## src/rtl/ula_pkg.sv

```systemverilog
// rtl/ula_pkg.sv - shared ULA control codes, opcode/funct encodings and issue FSM states
package ula_pkg;

    localparam int CTRL_CODE_W = 5;

    // ULA control codes
    localparam logic [4:0] ULA_ADD    = 5'd0;
    localparam logic [4:0] ULA_SUB    = 5'd1;
    localparam logic [4:0] ULA_MULT   = 5'd2;
    localparam logic [4:0] ULA_DIV    = 5'd3;
    localparam logic [4:0] ULA_AND    = 5'd4;
    localparam logic [4:0] ULA_OR     = 5'd5;
    localparam logic [4:0] ULA_NAND   = 5'd6;
    localparam logic [4:0] ULA_NOR    = 5'd7;
    localparam logic [4:0] ULA_BEQ    = 5'd8;
    localparam logic [4:0] ULA_BNE    = 5'd9;
    localparam logic [4:0] ULA_BGT    = 5'd10;
    localparam logic [4:0] ULA_BLT    = 5'd11;
    localparam logic [4:0] ULA_SLT    = 5'd12;
    localparam logic [4:0] ULA_SLE    = 5'd13;
    localparam logic [4:0] ULA_SGE    = 5'd14;
    localparam logic [4:0] ULA_PASS_B = 5'd30;
    localparam logic [4:0] ULA_HOLD   = 5'd31;

    // Instruction opcodes
    localparam logic [5:0] OP_RTYPE  = 6'd0;
    localparam logic [5:0] OP_ADDI   = 6'd1;
    localparam logic [5:0] OP_SUBI   = 6'd2;
    localparam logic [5:0] OP_BEQ    = 6'd8;
    localparam logic [5:0] OP_BNE    = 6'd9;
    localparam logic [5:0] OP_BGT    = 6'd10;
    localparam logic [5:0] OP_BLT    = 6'd11;
    localparam logic [5:0] OP_PASS_B = 6'd30;

    // R-type funct values
    localparam logic [5:0] FN_ADD  = 6'd0;
    localparam logic [5:0] FN_SUB  = 6'd1;
    localparam logic [5:0] FN_MULT = 6'd2;
    localparam logic [5:0] FN_DIV  = 6'd3;
    localparam logic [5:0] FN_AND  = 6'd4;
    localparam logic [5:0] FN_OR   = 6'd5;
    localparam logic [5:0] FN_NAND = 6'd6;
    localparam logic [5:0] FN_NOR  = 6'd7;
    localparam logic [5:0] FN_SLT  = 6'd12;
    localparam logic [5:0] FN_SLE  = 6'd13;
    localparam logic [5:0] FN_SGE  = 6'd14;

    typedef enum logic [1:0] {
        ST_IDLE    = 2'd0,
        ST_ISSUE   = 2'd1,
        ST_CAPTURE = 2'd2,
        ST_DONE    = 2'd3
    } state_t;

    // Branch codes are the only ones whose zero flag means "condition taken"
    function automatic logic code_is_branch(input logic [4:0] code);
        return (code >= ULA_BEQ) && (code <= ULA_BLT);
    endfunction

endpackage

```

## src/rtl/ula_decode.sv

```systemverilog
// rtl/ula_decode.sv - combinational opcode/funct to ULA control code decoder
module ula_decode
    import ula_pkg::*;
(
    input  logic [5:0] opcode,
    input  logic [5:0] funct,
    output logic [4:0] code,
    output logic       legal,
    output logic       is_branch,
    output logic       is_div
);

    // Map the instruction encoding onto a ULA code; anything unlisted stays HOLD and illegal
    always_comb begin
        code  = ULA_HOLD;
        legal = 1'b0;
        unique case (opcode)
            OP_RTYPE: begin
                legal = 1'b1;
                unique case (funct)
                    FN_ADD:  code = ULA_ADD;
                    FN_SUB:  code = ULA_SUB;
                    FN_MULT: code = ULA_MULT;
                    FN_DIV:  code = ULA_DIV;
                    FN_AND:  code = ULA_AND;
                    FN_OR:   code = ULA_OR;
                    FN_NAND: code = ULA_NAND;
                    FN_NOR:  code = ULA_NOR;
                    FN_SLT:  code = ULA_SLT;
                    FN_SLE:  code = ULA_SLE;
                    FN_SGE:  code = ULA_SGE;
                    default: legal = 1'b0;
                endcase
            end
            OP_ADDI: begin
                code  = ULA_ADD;
                legal = 1'b1;
            end
            OP_SUBI: begin
                code  = ULA_SUB;
                legal = 1'b1;
            end
            OP_BEQ: begin
                code  = ULA_BEQ;
                legal = 1'b1;
            end
            OP_BNE: begin
                code  = ULA_BNE;
                legal = 1'b1;
            end
            OP_BGT: begin
                code  = ULA_BGT;
                legal = 1'b1;
            end
            OP_BLT: begin
                code  = ULA_BLT;
                legal = 1'b1;
            end
            OP_PASS_B: begin
                code  = ULA_PASS_B;
                legal = 1'b1;
            end
            default: begin
                code  = ULA_HOLD;
                legal = 1'b0;
            end
        endcase
    end

    assign is_branch = legal && code_is_branch(code);
    assign is_div    = legal && (code == ULA_DIV);

endmodule

```

## src/rtl/ula_controle.sv

```systemverilog
// rtl/ula_controle.sv - ULA issue controller, one op in flight, held result; option ULA_DIV0_TRAP_EN
module ula_controle
    import ula_pkg::*;
#(
    parameter int                 DATA_W    = 32,
    parameter int                 CTRL_W    = 5,
    parameter logic [CTRL_W-1:0]  HOLD_CODE = 5'd31
) (
    input  logic              clk,
    input  logic              rst,
    input  logic              in_valid,
    output logic              in_ready,
    input  logic [5:0]        in_opcode,
    input  logic [5:0]        in_funct,
    input  logic [DATA_W-1:0] in_a,
    input  logic [DATA_W-1:0] in_b,
    output logic [CTRL_W-1:0] alu_ctrl,
    output logic [DATA_W-1:0] alu_a,
    output logic [DATA_W-1:0] alu_b,
    input  logic [DATA_W-1:0] alu_saida,
    input  logic              alu_zero,
    input  logic              alu_ovf,
    output logic              res_valid,
    input  logic              res_ready,
    output logic [DATA_W-1:0] res_data,
    output logic              res_branch,
    output logic              res_ovf,
    output logic              res_err
);

`ifdef ULA_DIV0_TRAP_EN
    localparam bit DIV0_TRAP = 1'b1;
`else
    localparam bit DIV0_TRAP = 1'b0;
`endif

    state_t              state_q, state_d;
    logic [4:0]          dec_code;
    logic                dec_legal;
    logic                dec_is_branch;
    logic                dec_is_div;
    logic                div_by_zero;
    logic                issue_ok;
    logic                accept;

    logic [CTRL_W-1:0]   code_q;
    logic                branch_q;
    logic [DATA_W-1:0]   a_q, b_q;
    logic [DATA_W-1:0]   res_data_q;
    logic                res_branch_q;
    logic                res_ovf_q;
    logic                res_err_q;

    ula_decode u_decode (
        .opcode    (in_opcode),
        .funct     (in_funct),
        .code      (dec_code),
        .legal     (dec_legal),
        .is_branch (dec_is_branch),
        .is_div    (dec_is_div)
    );

    // A trapped divide by zero is handled exactly like an illegal encoding
    assign div_by_zero = dec_is_div && (in_b == '0);
    assign issue_ok    = dec_legal && !(DIV0_TRAP && div_by_zero);
    assign accept      = in_valid && (state_q == ST_IDLE);

    // FSM state register
    always_ff @(posedge clk) begin
        if (rst) begin
            state_q <= ST_IDLE;
        end else begin
            state_q <= state_d;
        end
    end

    // Next state and handshake/ULA control outputs; alu_ctrl leaves HOLD only during ISSUE
    always_comb begin
        state_d   = state_q;
        in_ready  = 1'b0;
        res_valid = 1'b0;
        alu_ctrl  = HOLD_CODE;
        unique case (state_q)
            ST_IDLE: begin
                in_ready = 1'b1;
                if (in_valid) begin
                    state_d = issue_ok ? ST_ISSUE : ST_DONE;
                end
            end
            ST_ISSUE: begin
                alu_ctrl = code_q;
                state_d  = ST_CAPTURE;
            end
            ST_CAPTURE: begin
                state_d = ST_DONE;
            end
            ST_DONE: begin
                res_valid = 1'b1;
                if (res_ready) begin
                    state_d = ST_IDLE;
                end
            end
            default: begin
                state_d = ST_IDLE;
            end
        endcase
    end

    // Latch the decoded code and operands for a legal op; illegal ops leave the ULA inputs untouched
    always_ff @(posedge clk) begin
        if (rst) begin
            code_q   <= HOLD_CODE;
            branch_q <= 1'b0;
            a_q      <= '0;
            b_q      <= '0;
        end else if (accept && issue_ok) begin
            code_q   <= CTRL_W'(dec_code);
            branch_q <= dec_is_branch;
            a_q      <= in_a;
            b_q      <= in_b;
        end
    end

    // Result capture: cleared on a legal accept, flagged on an illegal one, loaded from the ULA in CAPTURE
    always_ff @(posedge clk) begin
        if (rst) begin
            res_data_q   <= '0;
            res_branch_q <= 1'b0;
            res_ovf_q    <= 1'b0;
            res_err_q    <= 1'b0;
        end else if (accept) begin
            res_data_q   <= '0;
            res_branch_q <= 1'b0;
            res_ovf_q    <= 1'b0;
            res_err_q    <= !issue_ok;
        end else if (state_q == ST_CAPTURE) begin
            res_data_q   <= alu_saida;
            res_branch_q <= branch_q && alu_zero;
            res_ovf_q    <= alu_ovf;
            res_err_q    <= 1'b0;
        end
    end

    assign alu_a      = a_q;
    assign alu_b      = b_q;
    assign res_data   = res_data_q;
    assign res_branch = res_branch_q;
    assign res_ovf    = res_ovf_q;
    assign res_err    = res_err_q;

endmodule

```

## config.mk

```make
export PLATFORM = sky130hd
export DESIGN_NAME = ula_controle
export DESIGN_NICKNAME = d
export VERILOG_FILES = /design/src/rtl/ula_pkg.sv /design/src/rtl/ula_decode.sv /design/src/rtl/ula_controle.sv
export SDC_FILE = /design/constraint.sdc
export NUM_CORES = 1
export LEC_CHECK = 0
export BUFFER_PORTS_ARGS = -buffer_cell sky130_fd_sc_hd__buf_2
export CORE_ASPECT_RATIO = 0.5
export CORE_UTILIZATION = 40
export DETAILED_ROUTE_END_ITERATION = 7
export GPL_TIMING_DRIVEN = 0
export PLACE_DENSITY_LB_ADDON = 0.3
export SETUP_SLACK_MARGIN = 0.3
export SLEW_MARGIN = 10
export SYNTH_ARGS = -nofsm -noshare
export SYNTH_HDL_FRONTEND = slang
export SYNTH_HIERARCHICAL = 1
export SYNTH_SLANG_ARGS = --single-unit
```

## constraint.sdc

```tcl
create_clock -name clk -period 1.8 [get_ports clk]
set_clock_uncertainty 0.1 [all_clocks]
set_input_delay 0.18 -clock clk [delete_from_list [all_inputs] [get_ports clk]]
set_output_delay 0.18 -clock clk [all_outputs]
set_load 0.1 [all_outputs]
```

# --- After elaboration in Yosys (flattened, before gate mapping) ---
# Cells that the tools add are included.
word_totals:
  word_cells: 60
  out_inout_bits: 106
  register_bits: 107
  in_bits: 114
classes:
  n_lt_le_gt_ge: 2
  muxes: 13
  eq_ne: 22
  n_reduce_logical: 14
op_table:
  columns: ["cell", "n"]
  rows:
  - ["$pmux W5 S11", 1]
  - ["$eq A6 B4 Y1 const B", 7]
  - ["$pmux W5 S8", 1]
  - ["$eq A6 B3 Y1 const B", 4]
  - ["$eq A6 B2 Y1 const B", 3]
  - ["$eq A6 B1 Y1 const B", 2]
  - ["$logic_not A6 Y1", 2]
  - ["$reduce_or A11 Y1", 1]
  - ["$pmux W2 S4", 1]
  - ["$reduce_or A7 Y1", 1]
  - ["$eq A6 B5 Y1 const B", 1]
  - ["$mux W2", 3]
  - ["$ge A5 B4 Y1 const B", 1]
  - ["$le A5 B4 Y1 const B", 1]
  - ["$logic_and A1 B1 Y1", 5]
  - ["$mux W1", 5]
  - ["$mux W5", 1]
  - ["$eq A2 B2 Y1 const B", 2]
  - ["$ne A2 B2 Y1 const B", 2]
  - ["$eq A2 B1 Y1 const B", 1]
  - ["$logic_not A2 Y1", 1]
  - ["$pmux W1 S2", 1]
  - ["$reduce_and A2 Y1", 1]
  - ["$reduce_bool A2 Y1", 1]
  - ["2 further kinds", 2]

# --- Logic depth before layout (Yosys ltp) ---
# Gate-level depths: netlist of the first run.
logic_depth:
  ltp_word: 7
  ltp_mapped: 10
  ltp_nobuf: 7

# --- Hierarchy ---
# The synthesis of the first run kept the hierarchy.
modules_own_cells:
  columns: ["module", "cells_each", "area_each_um2", "n_inst", "seq_area_each_um2"]
  rows:
  - ["ula_controle", 448, 3915.0, 1, 2142.1]
  - ["ula_decode", 38, 235.2, 1, 0.0]

# --- Worst setup path after synthesis of the first run ---
# No wires, ideal clock.
synth_path:
  path_type: "register -> register"
  startpoint: "register state_q[0]"
  endpoint: "register a_q[0], in the netlist alu_a[0]"
  arrival_ns: 2.033
  path_buffers: 1
  path_stages_with_launch: 7
  period_less_slack_ns: 2.266
  setup_ns: 0.132
  required_time_ns: 1.568
  path_slack_ns: -0.466
  path_cell_list: "dfxtp_1 > inv_1 > ha_1 > nand3_1 > clkbuf_1 > nand2_1 > a21oi_1"
synth_via:
  elab_chain_len: 3
synth_rtl:
  columns: ["element", "line_no", "source"]
  rows:
  - ["start: declaration", "ula_controle.sv:37", "state_t state_q, state_d;"]
  - ["start signal: assignment", "ula_controle.sv:73", "state_q <= state_d;"]
  - ["$logic_not A2 Y1", "ula_controle.sv:66", "assign accept = in_valid && (state_q == ST_IDLE);"]
  - ["$logic_and A1 B1 Y1", "ula_controle.sv:66", null]
  - ["$logic_and A1 B1 Y1", "ula_controle.sv:116", "end else if (accept && issue_ok) begin"]
  - ["end signal: assignment", "ula_controle.sv:119", "a_q <= in_a;"]
  - ["end: declaration", "ula_controle.sv:48", "logic [DATA_W-1:0] a_q, b_q;"]
# Every way passes these cells.
# A chain may end at the register's enable or synchronous reset.

# --- Worst setup path after layout of the first run ---
layout_path:
  startpoint: "register state_q[0]"
  endpoint: "register a_q[4], in the netlist alu_a[4]"
# The elaborated chain is that of the path after synthesis.

==> parameters.txt, run 1 <==
Parameter                              Value

Outcome
  Status ... completed

Timing
  Total count of max-transition violations in the final report ... 0
  Final number of setup-violating endpoints ... 0
  Minimum period implied by the final worst setup slack ... 1.57 ns
  Setup TNS ... 0 ns
  FMAX ... 0.636 GHz
  Slew at the pin with the worst max-slew slack ... 0.673 ns
  Worst-case headroom to the max-slew limit ... 55.1%
  Setup repair after global routing missed its margin ... yes
  Number of failing hold endpoints at the final stage ... 0
  Final cycle utilization of the critical path ... 87.3%

GRT
  Total track usage ... 24.0%
  Initial antenna violation count ... 0
  First-pass GRT wire length ... 20,400 um
  Largest net degree at the start of global routing ... 20
  Grt total ovfl ... 0
  Number of global-route vias before repair ... 4,306

Min path
  Worst hold path type ... input port to flip-flop
  Worst hold path depth ... 3
  Endpoint, Worst Hold ... res_data[3]
  Hold path startpoint ... alu_saida[3]

Synthesis
  Synthesized net count ... 604
  Gate Count Post-Synth ... 484
  Mean instance size in the synthesized netlist ... 8.55 um^2
  Summed instance area of the synthesized netlist ... 0.00414 mm^2
  Count of warnings emitted by yosys ... 6

Worst setup path
  Cell-by-cell trace of the critical path ... inv_4 -> ha_4 -> and3_4 -> buf_12 -> buf_8 -> nand2_2 -> a21oi_2
  Required time at the worst-slack endpoint ... 1.97 ns
  Worst path bufs/invs ... 3
  Arrival time of data at the critical path endpoint ... 1.74 ns
  Type of the worst setup path ... flip-flop to flip-flop
  Critical path's largest stage delay ... 0.37 ns
  R2r startpoint ... state_q[0]
  R2r setup slk ... 0.23 ns
  Cell depth of the worst flop-to-flop path ... 7
  Nature of the critical path endpoint ... flip-flop
  Highest fanout seen on the critical path ... 7
  RR Endpoint ... alu_a[4]
  Critical Path Start Type ... flip-flop
  Worst path top cell family by delay ... buffers and inverters
  Max stage delay cell, worst path ... sky130_fd_sc_hd__dfxtp_4

Floorplan
  DIE AREA ... 0.0108 mm^2
  Die Width ... 146 um
  Core area ... 0.00973 mm^2
  # IOs ... 220
  Die outline height ... 73.9 um
  Number of cell rows ... 25
  Initial cell density of the core ... 42.6%

Drt
  DRC ... 0
  Total number of vias ... 4,689
  DRT antenna net count ... 0
  Average routed wire per standard cell ... 15.1 um
  Pre-Repair DR Iteration Count ... 4
  DRT Wirelength ... 14,500 um
  Post-detailed-route via-to-cell ratio ... 4.85
  Violation count after the first detailed-routing iteration ... 150

Power
  Pleak ... 3.50 nW
  Power per unit of standard cell area ... 1130 mW/mm^2
  Power share of the clock group ... 23.4%
  Peak VDD IR ... 0.662 mV
  Portion of total power attributed to sequential cells ... 31.9%
  Internal Dissipation ... 4.96 mW
  Switching Fraction ... 42.5%
  Logic pwr share ... 44.6%
  Final Total Pwr ... 8.62 mW
  Power dissipated by switching net loads ... 3.66 mW

Layout
  Post-synthesis to final-layout area growth ... 83.9%
  Layout cell share with drive strength beyond 1 ... 45.2%
  Number of diodes added for antenna fixing ... 0
  Number of nets in the layout ... 946

CTS
  Maximum root-to-sink buffer count ... 2
  Clock sink count ... 107
  H-tree levels ... 3
  Clock insertion delay at the later pin of the skew report ... 0.34 ns
  CTS tree ... yes
  Total clock buffers created by CTS ... 9
  Clock transition at path regs ... 0.07 ns
  Clock root cell ... sky130_fd_sc_hd__clkbuf_16

Run
  Number of max-capacitance violations reported ... 0

Placement
  # port buffers ... 218
  Final Wtd Congestion ... 0.803
  DPL Wire Length ... 7930 um
## routing by layer
layer  vias to the layer above  track usage, %  wire length [um]
li1                       2288               -                 -
met3                        44            6.07               869
met5                         -               0                 0
met2                       185            45.5              7470
met4                         0            10.6               478
met1                      2172            26.4              5730
## worst register-to-register path, cell delays in order (launching register included)
cell	delay [ns]
sky130_fd_sc_hd__dfxtp_4	0.37
sky130_fd_sc_hd__inv_4	0.08
sky130_fd_sc_hd__ha_4	0.18
sky130_fd_sc_hd__and3_4	0.24
sky130_fd_sc_hd__buf_12	0.16
sky130_fd_sc_hd__buf_8	0.16
sky130_fd_sc_hd__nand2_2	0.08
sky130_fd_sc_hd__a21oi_2	0.14
## state kept, by name, summed over array words and instances (netlist names)
register / flops
branch_q: 1
res_err: 1
alu_b: 32
res_ovf: 1
res_branch: 1
code_q: 5
res_data: 32
alu_a: 32
state_q: 2
## stage by stage
stage | utilization (%) | hold slack (ns) | setup WS (ns) | cell area (um^2) | std cells
finish | 78.3 | 0.0105 | 0.228 | 7610 | 966
detailed placement | 56.1 | 0.320 | -0.110 | 5460 | 837
CTS | 71.5 | 0.0107 | 0.257 | 6950 | 953
global route | 78.3 | 0.0484 | 0.186 | 7610 | 966
global placement | 56.1 | 0.313 | -0.101 | 5460 | 837
floorplan | - | 0.216 | 0.177 | 4200 | 484
## placed cells by master (no fill, tap or decap), types with 8 or more instances in the layout
cell and instances:
sky130_fd_sc_hd__nand2_4 24, sky130_fd_sc_hd__buf_8 12, sky130_fd_sc_hd__clkbuf_1 8, sky130_fd_sc_hd__dlygate4sd3_1 97, sky130_fd_sc_hd__mux2i_1 33, sky130_fd_sc_hd__a21oi_1 31, sky130_fd_sc_hd__nand2_2 15, sky130_fd_sc_hd__clkbuf_16 15
sky130_fd_sc_hd__dfxtp_1 105, sky130_fd_sc_hd__buf_2 212, sky130_fd_sc_hd__a21oi_2 40, sky130_fd_sc_hd__nor2_1 34, sky130_fd_sc_hd__nand2_1 106, sky130_fd_sc_hd__buf_4 19
## power by group through the flow
| stage | clock network (mW) | logic, mW | registers [mW] |
|---|---|---|---|
| detailed placement | 0 | 3.13 | 2.77 |
| global route | 2.17 | 4.01 | 2.78 |
| finish | 2.02 | 3.85 | 2.75 |
| global placement | 0 | 3.10 | 2.76 |
| CTS | 2.07 | 3.54 | 2.73 |
| floorplan | 0 | 1.24 | 4.12 |
## timing repair
| action | in CTS | in global routing |
|---|---|---|
| endpoints found under the setup margin | 107 | 107 |
| hold endpoints to repair | 97 | 0 |
| pin swaps | 1 | 52 |
| setup buffers | 3 | 7 |
| hold buffers | 97 | 0 |
| gates cloned | 0 | 6 |
| gates resized for setup | 46 | 132 |
## cell type report
| cell class | count | area, um^2 |
|---|---|---|
| flip-flops and latches | 107 | 2150 |
| clock buffers | 9 | 225 |
| fillers | 621 | 2110 |
| multi-input cells | 341 | 2270 |
| clock inverters | 7 | 87.6 |
| plain buffers | 33 | 315 |
| repair buffers | 331 | 2380 |
| well taps | 135 | 169 |
| inverters | 3 | 16.3 |
## worst max-delay path by stage
| stage | from | to | cells past startpoint |
|---|---|---|---|
| 2_1_floorplan | state_q[1] | alu_ctrl[0] | 3 |
| 3_3_place_gp | in_opcode[5] | alu_a[0] | 8 |
| 3_5_place_dp | in_opcode[5] | alu_a[18] | 9 |
| 4_1_cts | state_q[1] | alu_ctrl[0] | 4 |
| 5_1_grt | state_q[0] | alu_a[15] | 7 |
| 6_report | state_q[0] | alu_a[4] | 7 |
(Power assumes the default switching activity.)
==> run 2, diff against run 1 <==
==> constraint.sdc (replaced) <==
create_clock -name clk -period 1.8 [get_ports clk]
set_clock_uncertainty 0.1 [all_clocks]
set_input_delay 0.18 -clock clk [delete_from_list [all_inputs] [get_ports clk]]
set_output_delay 0.18 -clock clk [all_outputs]
set_load 0.02 [all_outputs]
==> parameters.txt, run 2 (synthesis results as in run 1) <==
Parameter                              Value

CTS
  H-tree levels ... 3 (unchanged)
  Clock insertion delay at the later pin of the skew report ... 0.34 ns (about the same)
  CTS tree ... yes (unchanged)
  Clock transition at path regs ... 0.07 ns (about the same)
  Clock sink count ... 107 (unchanged)
  Maximum root-to-sink buffer count ... 2 (unchanged)
  Clock root cell ... sky130_fd_sc_hd__clkbuf_16 (unchanged)
  Total clock buffers created by CTS ... 9 (unchanged)

Worst setup path
  Type of the worst setup path ... input port to flip-flop (was flip-flop to flip-flop)
  Max stage delay cell, worst path ... sky130_fd_sc_hd__and3_4 (was sky130_fd_sc_hd__dfxtp_4)
  Arrival time of data at the critical path endpoint ... 1.74 ns (about the same)
  Worst path bufs/invs ... 3 (unchanged)
  Launch point of the critical path ... in_opcode[1] (was state_q[0])
  Highest fanout seen on the critical path ... 10 (was 7)
  R2r setup slk ... 0.23 ns (about the same)
  Worst path top cell family by delay ... compound AO/OA/AOI/OAI gates (was buffers and inverters)
  Nature of the critical path endpoint ... flip-flop (unchanged)
  Critical Path Start Type ... input port (was flip-flop)
  Cell-by-cell trace of the critical path ... buf_2 -> nor2b_1 -> o21ai_2 -> a21oi_2 -> a21o_1 -> and3_4 -> clkbuf_16 -> clkbuf_16 -> nand2_1 -> a21oi_1 (was inv_4 -> ha_4 -> and3_4 -> buf_12 -> buf_8 -> nand2_2 -> a21oi_2)
  Required time at the worst-slack endpoint ... 1.96 ns (was 1.97 ns)
  Critical path's largest stage delay ... 0.25 ns (was 0.37 ns)
  Cell repeated most along the worst path ... sky130_fd_sc_hd__clkbuf_16
  R2r startpoint ... state_q[1] (was state_q[0])

Drt
  Pre-Repair DR Iteration Count ... 5 (was 4)
  Total number of vias ... 4,652 (was 4,689)
  DRT antenna net count ... 0 (unchanged)
  Average routed wire per standard cell ... 15.3 um (was 15.1 um)
  DRC ... 0 (unchanged)
  Post-detailed-route via-to-cell ratio ... 4.84 (was 4.85)
  DRT Wirelength ... 14,700 um (was 14,500 um)
  Violation count after the first detailed-routing iteration ... 190 (was 150)

Layout
  Commonest non-fill, non-tap cell in the layout ... sky130_fd_sc_hd__buf_2 (unchanged)
  Layout cell share with drive strength beyond 1 ... 41.8% (was 45.2%)
  Commonest cells after routing, fill and taps aside ... 213 x sky130_fd_sc_hd__buf_2, 124 x sky130_fd_sc_hd__nand2_1, 105 x sky130_fd_sc_hd__dfxtp_1 (was 212 x sky130_fd_sc_hd__buf_2, 106 x sky130_fd_sc_hd__nand2_1, 105 x sky130_fd_sc_hd__dfxtp_1)
  Number of diodes added for antenna fixing ... 0 (unchanged)
  Total non-filler cell area in the finished layout ... 0.00737 mm^2 (was 0.00761 mm^2)
  Fillers ... 652 (was 621)
  Post-synthesis to final-layout area growth ... 78.1% (was 83.9%)
  FF/Latch Area ... 0.00215 mm^2 (unchanged)
  Multi-input gate area in the final layout ... 0.00213 mm^2 (was 0.00227 mm^2)
  Number of nets in the layout ... 941 (was 946)

Placement
  Setup WS pre-CTS ... -0.203 ns (was -0.110 ns)
  Cell area reported after detailed placement ... 0.00543 mm^2 (was 0.00546 mm^2)
  # port buffers ... 218 (unchanged)
  Final Wtd Congestion ... 0.792 (was 0.803)
  DPL Wire Length ... 7870 um (was 7930 um)

GRT
  First-pass GRT wire length ... 20,200 um (was 20,400 um)
  Initial antenna violation count ... 0 (unchanged)
  Total track usage ... 23.6% (was 24.0%)
  Grt total ovfl ... 0 (unchanged)
  Number of global-route vias before repair ... 4,254 (was 4,306)
  Largest net degree at the start of global routing ... 20 (unchanged)

Min path
  Worst hold path type ... input port to flip-flop (unchanged)
  Hold path startpoint ... alu_zero (was alu_saida[3])

Power
  Internal Dissipation ... 5.04 mW (was 4.96 mW)
  Power per unit of standard cell area ... 1000 mW/mm^2 (was 1130 mW/mm^2)
  Portion of total power attributed to sequential cells ... 37.3% (was 31.9%)
  Logic pwr share ... 33.3% (was 44.6%)
  Power share of the clock group ... 29.4% (was 23.4%)
  Pleak ... 3.32 nW (was 3.50 nW)
  Peak VDD IR ... 0.749 mV (was 0.662 mV)
  Switching Fraction ... 31.9% (was 42.5%)
  Power dissipated by switching net loads ... 2.35 mW (was 3.66 mW)

Outcome
  Status ... completed (unchanged)

Run
  Number of max-capacitance violations reported ... 0 (unchanged)

Floorplan
  Number of cell rows ... 25 (unchanged)
  Initial cell density of the core ... 42.6% (unchanged)
  Die outline height ... 73.9 um (unchanged)
  Die Width ... 146 um (unchanged)
  Core area ... 0.00973 mm^2 (unchanged)
  # IOs ... 220 (unchanged)
  DIE AREA ... 0.0108 mm^2 (unchanged)

Timing
  FMAX ... 0.633 GHz (was 0.636 GHz)
  Slew at the pin with the worst max-slew slack ... 0.686 ns (was 0.673 ns)
  Minimum period implied by the final worst setup slack ... 1.58 ns (was 1.57 ns)
  Setup repair after global routing missed its margin ... yes (unchanged)
  Final cycle utilization of the critical path ... 87.8% (was 87.3%)
  Total count of max-transition violations in the final report ... 0 (unchanged)
  Setup ws final ... 0.220 ns (was 0.228 ns)
  Number of failing hold endpoints at the final stage ... 0 (unchanged)
  Final number of setup-violating endpoints ... 0 (unchanged)
  Worst-case headroom to the max-slew limit ... 54.3% (was 55.1%)
==> run 2: changes by cell type in the layout (fill, tap and decap cells not counted), moves of 3 or more <==
cell and delta:
sky130_fd_sc_hd__nand2_4 -12, sky130_fd_sc_hd__nand2_2 -6, sky130_fd_sc_hd__nand2b_4 -5, sky130_fd_sc_hd__nand2_1 +18
sky130_fd_sc_hd__buf_8 -3, sky130_fd_sc_hd__mux2i_1 -3, sky130_fd_sc_hd__clkbuf_4 +5, sky130_fd_sc_hd__nand2b_1 +5
sky130_fd_sc_hd__a21oi_2 -8, sky130_fd_sc_hd__a21oi_1 +8, sky130_fd_sc_hd__buf_12 -3
==> run 2: path summary, 6_finish.rpt <==
kind                 to  depth (start not counted)
max           alu_b[14]                         10
min          res_branch                          3
max reg2reg   alu_b[14]                          7
min reg2reg   alu_a[14]                          2
==> run 2: power by group through the flow <==
| stage | Clock (mW) | Sequential (mW) | Combinational [mW] |
|---|---|---|---|
| final | 2.17 | 2.76 | 2.46 |
| after global routing | 2.32 | 2.79 | 2.62 |
| after CTS | 2.21 | 2.72 | 2.05 |
| after detailed placement | 0 | 2.76 | 1.79 |
| after global placement | 0 | 2.75 | 1.77 |
| after floorplan | 0 | 2.99 | 1.01 |
==> run 2: cell type report <==
| type | instances | area share, % |
|---|---|---|
| well taps | 135 | 2.29 |
| clock buffers | 9 | 3.05 |
| clock inverters | 7 | 1.46 |
| plain buffers | 33 | 4.46 |
| repair buffers | 326 | 30.5 |
| multi-input cells | 341 | 28.9 |
| inverters | 3 | 0.221 |
| flip-flops and latches | 107 | 29.2 |
==> run 2: tightest hold or removal path, cell delays in order <==
cell and delay, ns:
sky130_fd_sc_hd__buf_2 0.10, sky130_fd_sc_hd__nand3_1 0.07, sky130_fd_sc_hd__a21oi_1 0.06
==> run 2: timing repair <==
| action | CTS | global route |
|---|---|---|
| pin swaps | 0 | 23 |
| gates resized for setup | 21 | 112 |
| cloned | 0 | 6 |
| hold buffers | 96 | 0 |
| endpoints found under the hold margin | 96 | 0 |
| setup buffers | 0 | 6 |
| setup endpoints to repair | 107 | 105 |
==> run 2: metrics by stage <==
stage	setup TNS [ns]	std cells	power (mW)	util [%]	hold slack, ns
2_1_floorplan	0	484	4.00	-	0.216
3_3_place_gp	-11.93	837	4.52	55.8	0.313
3_5_place_dp	-12.55	837	4.55	55.8	0.325
4_1_cts	0	949	6.99	69.9	0.000159
5_1_grt	0	961	7.72	75.8	0.00420
6_report	0	961	7.39	75.8	0.00971
==> run 2: routing by layer <==
metal  vias up  global-route usage [%]  part of all wire [%]
met3        39                    5.77                   5.7
met2       186                    44.9                    51
met5         -                       0                     0
li1       2263                       -                     -
met4         0                    7.60                   2.9
met1      2164                    26.8                    40
